### src/rtl/io_read_port_ctrl_if.sv
// Producer handshake and processor read path of io_read_port_ctrl.
// master = producers + processor side, slave = the port controller.
interface io_read_port_ctrl_if #(
    parameter int WORD_WIDTH = 36,
    parameter int ADDR_WIDTH = 10,
    parameter int PORT_COUNT = 4
);
    // Producer handshake: a word on in_data[p] transfers on a rising edge
    // where in_valid[p] && in_ready[p]; valid may rise independently of ready,
    // and a producer holds valid and data stable until the transfer happens.
    logic [PORT_COUNT*WORD_WIDTH-1:0] in_data;
    logic [PORT_COUNT-1:0]            in_valid;
    logic [PORT_COUNT-1:0]            in_ready;

    logic [ADDR_WIDTH-1:0]            rd_addr;
    logic                             rd_en;
    logic [WORD_WIDTH-1:0]            rd_data;
    logic                             rd_data_valid;

    modport master (
        output in_data, in_valid, rd_addr, rd_en,
        input  in_ready, rd_data, rd_data_valid
    );

    modport slave (
        input  in_data, in_valid, rd_addr, rd_en,
        output in_ready, rd_data, rd_data_valid
    );
endinterface

### src/rtl/io_read_port_ctrl.sv
// Memory-mapped read ports: one-word holding slot per port with EMPTY/FULL state.
// Optional macro IO_READ_BYPASS_EN lets a FULL port accept a new word in the cycle it is read.
module io_read_port_ctrl #(
    parameter int WORD_WIDTH      = 36,
    parameter int ADDR_WIDTH      = 10,
    parameter int PORT_COUNT      = 4,
    parameter int PORT_BASE_ADDR  = 0,
    parameter int PORT_ADDR_WIDTH = 2
) (
    input  logic                  clock,
    input  logic                  reset_n,
    io_read_port_ctrl_if.slave    bus,
    output logic [PORT_COUNT-1:0] port_EF,
    output logic [7:0]            underrun_count
);
    typedef enum logic {EMPTY = 1'b0, FULL = 1'b1} port_state_t;

    localparam logic [31:0] BASE32  = 32'(PORT_BASE_ADDR);
    localparam logic [31:0] COUNT32 = 32'(PORT_COUNT);

    port_state_t           state [PORT_COUNT];
    logic [WORD_WIDTH-1:0] hold  [PORT_COUNT];

    logic [31:0]                addr_ext;
    logic [31:0]                addr_off;
    logic                       in_range;
    logic [PORT_ADDR_WIDTH-1:0] port_sel;
    logic [PORT_COUNT-1:0]      hit;
    logic [PORT_COUNT-1:0]      ready;
    logic [PORT_COUNT-1:0]      accept;
    logic                       read_ok;
    logic                       read_empty;
    logic [WORD_WIDTH-1:0]      read_word;

    // Unsigned wrap makes addresses below the base land far outside the range.
    assign addr_ext = 32'(bus.rd_addr);
    assign addr_off = addr_ext - BASE32;
    assign in_range = addr_off < COUNT32;
    assign port_sel = PORT_ADDR_WIDTH'(addr_off);

    always_comb begin
        hit       = '0;
        ready     = '0;
        port_EF   = '0;
        read_word = '0;
        for (int p = 0; p < PORT_COUNT; p++) begin
            port_EF[p] = (state[p] == FULL);
            hit[p]     = bus.rd_en && in_range && (port_sel == PORT_ADDR_WIDTH'(p));
`ifdef IO_READ_BYPASS_EN
            ready[p]   = reset_n && ((state[p] == EMPTY) || hit[p]);
`else
            ready[p]   = reset_n && (state[p] == EMPTY);
`endif
            if (hit[p]) begin
                read_word = hold[p];
            end
        end
    end

    assign accept       = bus.in_valid & ready;
    assign bus.in_ready = ready;
    assign read_ok      = |(hit & port_EF);
    assign read_empty   = |(hit & ~port_EF);

    always_ff @(posedge clock or negedge reset_n) begin
        if (!reset_n) begin
            for (int p = 0; p < PORT_COUNT; p++) begin
                state[p] <= EMPTY;
                hold[p]  <= '0;
            end
            bus.rd_data       <= '0;
            bus.rd_data_valid <= 1'b0;
            underrun_count    <= '0;
        end else begin
            for (int p = 0; p < PORT_COUNT; p++) begin
                case (state[p])
                    EMPTY: begin
                        if (accept[p]) begin
                            state[p] <= FULL;
                            hold[p]  <= bus.in_data[p*WORD_WIDTH +: WORD_WIDTH];
                        end
                    end
                    FULL: begin
                        // A read frees the slot unless a bypass refill lands in the same edge.
                        if (hit[p]) begin
                            if (accept[p]) begin
                                hold[p] <= bus.in_data[p*WORD_WIDTH +: WORD_WIDTH];
                            end else begin
                                state[p] <= EMPTY;
                            end
                        end
                    end
                    default: state[p] <= EMPTY;
                endcase
            end

            bus.rd_data_valid <= read_ok;
            if (read_ok) begin
                bus.rd_data <= read_word;
            end
            if (read_empty && (underrun_count != 8'hFF)) begin
                underrun_count <= underrun_count + 8'd1;
            end
        end
    end
endmodule

### src/flat_wrapper.sv
// flat-port wrapper written by rule: the top's interface ports become plain ports
module io_read_port_ctrl_flat 
#(
    parameter int WORD_WIDTH      = 36,
    parameter int ADDR_WIDTH      = 10,
    parameter int PORT_COUNT      = 4,
    parameter int PORT_BASE_ADDR  = 0,
    parameter int PORT_ADDR_WIDTH = 2
)
  (clock, reset_n, port_EF, underrun_count, bus_in_data, bus_in_valid, bus_rd_addr, bus_rd_en, bus_in_ready, bus_rd_data, bus_rd_data_valid);
  io_read_port_ctrl_if #(.WORD_WIDTH(WORD_WIDTH), .ADDR_WIDTH(ADDR_WIDTH), .PORT_COUNT(PORT_COUNT)) bus_i ();
  input  logic clock;
  input  logic reset_n;
  output logic [PORT_COUNT-1:0] port_EF;
  output logic [7:0] underrun_count;
  input wire logic [$bits(bus_i.in_data)-1:0] bus_in_data;
  input wire logic [$bits(bus_i.in_valid)-1:0] bus_in_valid;
  input wire logic [$bits(bus_i.rd_addr)-1:0] bus_rd_addr;
  input wire logic [$bits(bus_i.rd_en)-1:0] bus_rd_en;
  output wire logic [$bits(bus_i.in_ready)-1:0] bus_in_ready;
  output wire logic [$bits(bus_i.rd_data)-1:0] bus_rd_data;
  output wire logic [$bits(bus_i.rd_data_valid)-1:0] bus_rd_data_valid;
  assign bus_i.in_data = bus_in_data;
  assign bus_i.in_valid = bus_in_valid;
  assign bus_i.rd_addr = bus_rd_addr;
  assign bus_i.rd_en = bus_rd_en;
  assign bus_in_ready = bus_i.in_ready;
  assign bus_rd_data = bus_i.rd_data;
  assign bus_rd_data_valid = bus_i.rd_data_valid;
  io_read_port_ctrl #(.WORD_WIDTH(WORD_WIDTH), .ADDR_WIDTH(ADDR_WIDTH), .PORT_COUNT(PORT_COUNT), .PORT_BASE_ADDR(PORT_BASE_ADDR), .PORT_ADDR_WIDTH(PORT_ADDR_WIDTH)) u_core (.clock(clock), .reset_n(reset_n), .bus(bus_i), .port_EF(port_EF), .underrun_count(underrun_count));
endmodule
### config.mk
export PLATFORM = sky130hd
export DESIGN_NAME = io_read_port_ctrl_flat
export DESIGN_NICKNAME = d
export VERILOG_FILES = /design/src/rtl/io_read_port_ctrl_if.sv /design/src/rtl/io_read_port_ctrl.sv /design/src/flat_wrapper.sv
export SDC_FILE = /design/constraint.sdc
export NUM_CORES = 1
export LEC_CHECK = 0
export ABC_AREA = 0
export CAP_MARGIN = 10
export CORE_ASPECT_RATIO = 0.9
export CORE_MARGIN = 2
export CORE_UTILIZATION = 40
export CTS_CLUSTER_DIAMETER = 60
export DETAILED_ROUTE_END_ITERATION = 8
export GPL_TIMING_DRIVEN = 0
export PLACE_DENSITY_LB_ADDON = 0.05
export SETUP_SLACK_MARGIN = 0.05
export SYNTH_ARGS = -nofsm -noshare
export SYNTH_HDL_FRONTEND = slang
export SYNTH_SLANG_ARGS = --single-unit
### constraint.sdc
create_clock -name clock -period 3.6 [get_ports clock]
set_input_delay 0.72 -clock clock [delete_from_list [all_inputs] [get_ports clock]]
set_output_delay 0.72 -clock clock [all_outputs]
set_load 0.01 [all_outputs]
==> run_results.csv <==
group,metric,value,unit
critical_path,crit_arrival,2.51,ns
timing,rsz0062_at_grt,"no",
drt,drt_iter0_drc,174,
grt,grt_pass1_vias,5609,
cells_and_area,syn2layout_area_growth,37.3,%
place,place_hpwl,14300,µm
die,pin_count,214,
power_and_ir_drop,powerDensity,547,nW/µm²
critical_path,required,2.88,ns
place,port_buffers,213,
logic_synthesis,syn_inst,486,
cts,path_clk_slew,0.08,ns
cells_and_area,diodes,0,
grt,grt.total_usage,19.7,%
cts,insertion_delay,0.44,ns
critical_path,reg2reg_to,"u_core.underrun_count[6]$_DFFE_PN0P_",
cells_and_area,drive_gt1_share,36.2,%
critical_path,worstReg2RegStart,"u_core.port_EF[3]$_DFF_PN0_",
logic_synthesis,synth_top_area_share,58.3,%
grt,grt_first_pass_wirelength,32300,µm
grt,grt_max_degree,114,
logic_synthesis,synth-async-reset-ratio,100,%
timing,worstMarginPinSlew,0.907,ns
drt,drc_errors,0,
die,initial_core_util,41.1,%
drt,ant_nets,0,
timing,layout_setup_ws,0.373,ns
logic_synthesis,ys_seq_area_share,58.3,%
grt,grt.overflow.total,0,
critical_path,reg2reg_depth,4,
run,maxCapViolations,0,
timing,fmax,310,MHz
drt,vias,5004,
critical_path,regToRegSetupSlack,1.40,ns
place,place_congestion,0.764,
logic_synthesis,syn_avg_cell_area,17.1,µm²
logic_synthesis,synth_cell_types,33,
logic_synthesis,synthFlopType,"dfrtp_1",
logic_synthesis,ys.warnings.count,0,
critical_path,start_kind,"input port",
cts,cts_tree,"built",
critical_path,cp-end-kind,"output pin",
logic_synthesis,ys_ff_latch,193,
drt,wirelength,20500,µm
cts,cts-resized-gates,0,
cts,cts-buffers-inserted,17,
timing,slew_violations,0,
logic_synthesis,synth_edf_count,0,
cts,cts_buffer_depth,2,
timing,setup_viol,0,
cts,clkSinkCount,193,
die,dieArea,21900,µm²
cts,root_buffer,"clkbuf_16",
die,die_x,156,µm
drt,wl_per_cell,20.8,µm
die,core_area,20200,µm²
logic_synthesis,syn-num-nets,648,
grt,antenna_found_initial,0,
cts,postCtsSetupBuffers,0,
timing,max-slew-margin-rel,39.6,%
timing,final-hold-violation-count,0,
timing,period_minus_slack,3.23,ns
logic_synthesis,yosys-top-cells-area,"dfrtp_1 (58%), mux2_2 (21%), mux4_2 (10%)",
cts,cts_hold_buf,0,
drt,firstDrtPassIters,4,
timing,finClkSkew,0.0129,ns
worst_hold_path,hold_class,"input port to async pin",
logic_synthesis,yosysTopAreaCell,"dfrtp_1",
die,num_rows,49,
timing,hold_slack,0.171,ns
power_and_ir_drop,ir_drop,0.254,mV
timing,period_share,89.6,%
run_status,status,"finished, final reports clean",
drt,via_per_inst,5.07,
logic_synthesis,synthesis.area,8290,µm²
cells_and_area,final_nets,881,
cells_and_area,n_fill_cell,1605,
die,fp.dieH,141,µm
power_and_ir_drop,power.leakage,5.00,nW
critical_path,path_max_fanout,113,
cts,cts_htree_levels,4,
place,pre_cts_slack,-0.0614,ns
critical_path,path_class,"input port to output pin",
==> layout make-up <==
type	instances	area (µm²)	area share [%]
Tap cell	255	319	2.80
Buffer	24	149	1.31
Inverter	4	15.0	0.132
Sequential cell	193	4830	42.5
Clock buffer	17	425	3.74
Multi-Input combinational cell	265	3290	28.9
Timing Repair Buffer	214	2170	19.1
Clock inverter	15	175	1.54
==> routing by layer <==
metal | wire length (µm) | global-route usage, % | vias to the layer above
met5 | 0 | 0 | -
met2 | 9900 | 31.9 | 138
li1 | - | - | 2270
met4 | 187 | 4.49 | 0
met1 | 9190 | 26.9 | 2581
met3 | 1260 | 5.26 | 15
==> worst max path at each step <==
stage                   start                                 to  cells past startpoint
5_1_grt               reset_n                    bus_in_ready[0]                      4
6_report              reset_n                    bus_in_ready[1]                      4
2_1_floorplan  bus_rd_addr[4]  u_core.bus.rd_data[0]$_DFFE_PN0P_                      6
3_3_place_gp          reset_n        u_core.hold[12]$_DFFE_PN0P_                      1
4_1_cts               reset_n                    bus_in_ready[0]                      4
3_5_place_dp          reset_n       u_core.hold[132]$_DFFE_PN0P_                      6
==> kinds of logic after synthesis <==
| family | synth area share, % |
|---|---|
| mux | 36.2 |
| flops | 58.3 |
| simple gates | 2.43 |
| buf+inv | 1.98 |
| compound gates | 0.604 |
| xor+xnor | 0.317 |
| fa+ha+maj | 0.151 |
==> state kept, by name (all words and copies together) (netlist names) <==
name	count
u_core.port_EF	4
u_core.underrun_count	8
u_core.bus.rd_data	36
u_core.bus.rd_data_valid	1
u_core.hold	144
==> Yosys cell counts, types with 2 or more instances <==
library cell	count
nand2b_1	2
mux2_2	154
nand3_1	2
a31oi_1	2
nand2_1	8
and3_1	3
inv_1	4
mux4_2	37
mux2_4	29
dfrtp_1	193
buf_2	2
a21oi_1	2
xor2_1	3
nand4_1	2
o31ai_1	3
nor2b_1	4
nor3_1	2
buf_1	3
buf_12	3
clkbuf_1	15
==> power breakdown <==
part	internal (mW)	switching [mW]	leakage (nW)
registers	2.75	0.276	2.42
logic	0.909	0.352	2.29
clock network	0.994	0.936	0.281
total	4.65	1.57	5.00
==> critical path: stages <==
cell and delay, ns:
buf_12 0.32, buf_16 0.44, nor2b_1 0.34, clkdlybuf4s50_1 0.60
==> stage by stage <==
stage / cell area, µm² / TNS, ns / power, mW / instances / util (%)
after global placement: 10700 / -2100.61 / 4.28 / 954 / 53.2
after CTS: 11400 / 0 / 6.29 / 987 / 56.4
final: 11400 / 0 / 6.22 / 987 / 56.4
after floorplan: 8290 / 0 / 3.84 / 486 / -
after detailed placement: 10800 / -1.62 / 4.35 / 955 / 53.4
after global routing: 11400 / 0 / 6.55 / 987 / 56.4
==> placed cells by master, fill, tap and decap left out, drive strengths merged <==
cell type | netlist | routed
a21oi | 2 | 2
a31oi | 2 | 2
and3 | 3 | 3
buf | 9 | 11
bufinv | 0 | 1
clkbuf | 15 | 32
clkdlybuf4s50 | 0 | 212
clkinv | 0 | 4
clkinvlp | 0 | 4
dfrtp | 193 | 193
ha | 1 | 1
inv | 4 | 10
mux2 | 183 | 183
mux4 | 37 | 37
nand2 | 8 | 8
nand2b | 3 | 3
nand3 | 2 | 2
nand4 | 2 | 2
nor2 | 2 | 2
nor2b | 4 | 4
nor3 | 2 | 2
nor3b | 1 | 1
nor4 | 1 | 1
o21ai | 1 | 1
o31ai | 3 | 3
or2 | 1 | 1
or3 | 2 | 2
or4 | 1 | 1
or4b | 1 | 1
xor2 | 3 | 3
No activity file was read; power rests on OpenSTA's default activity.
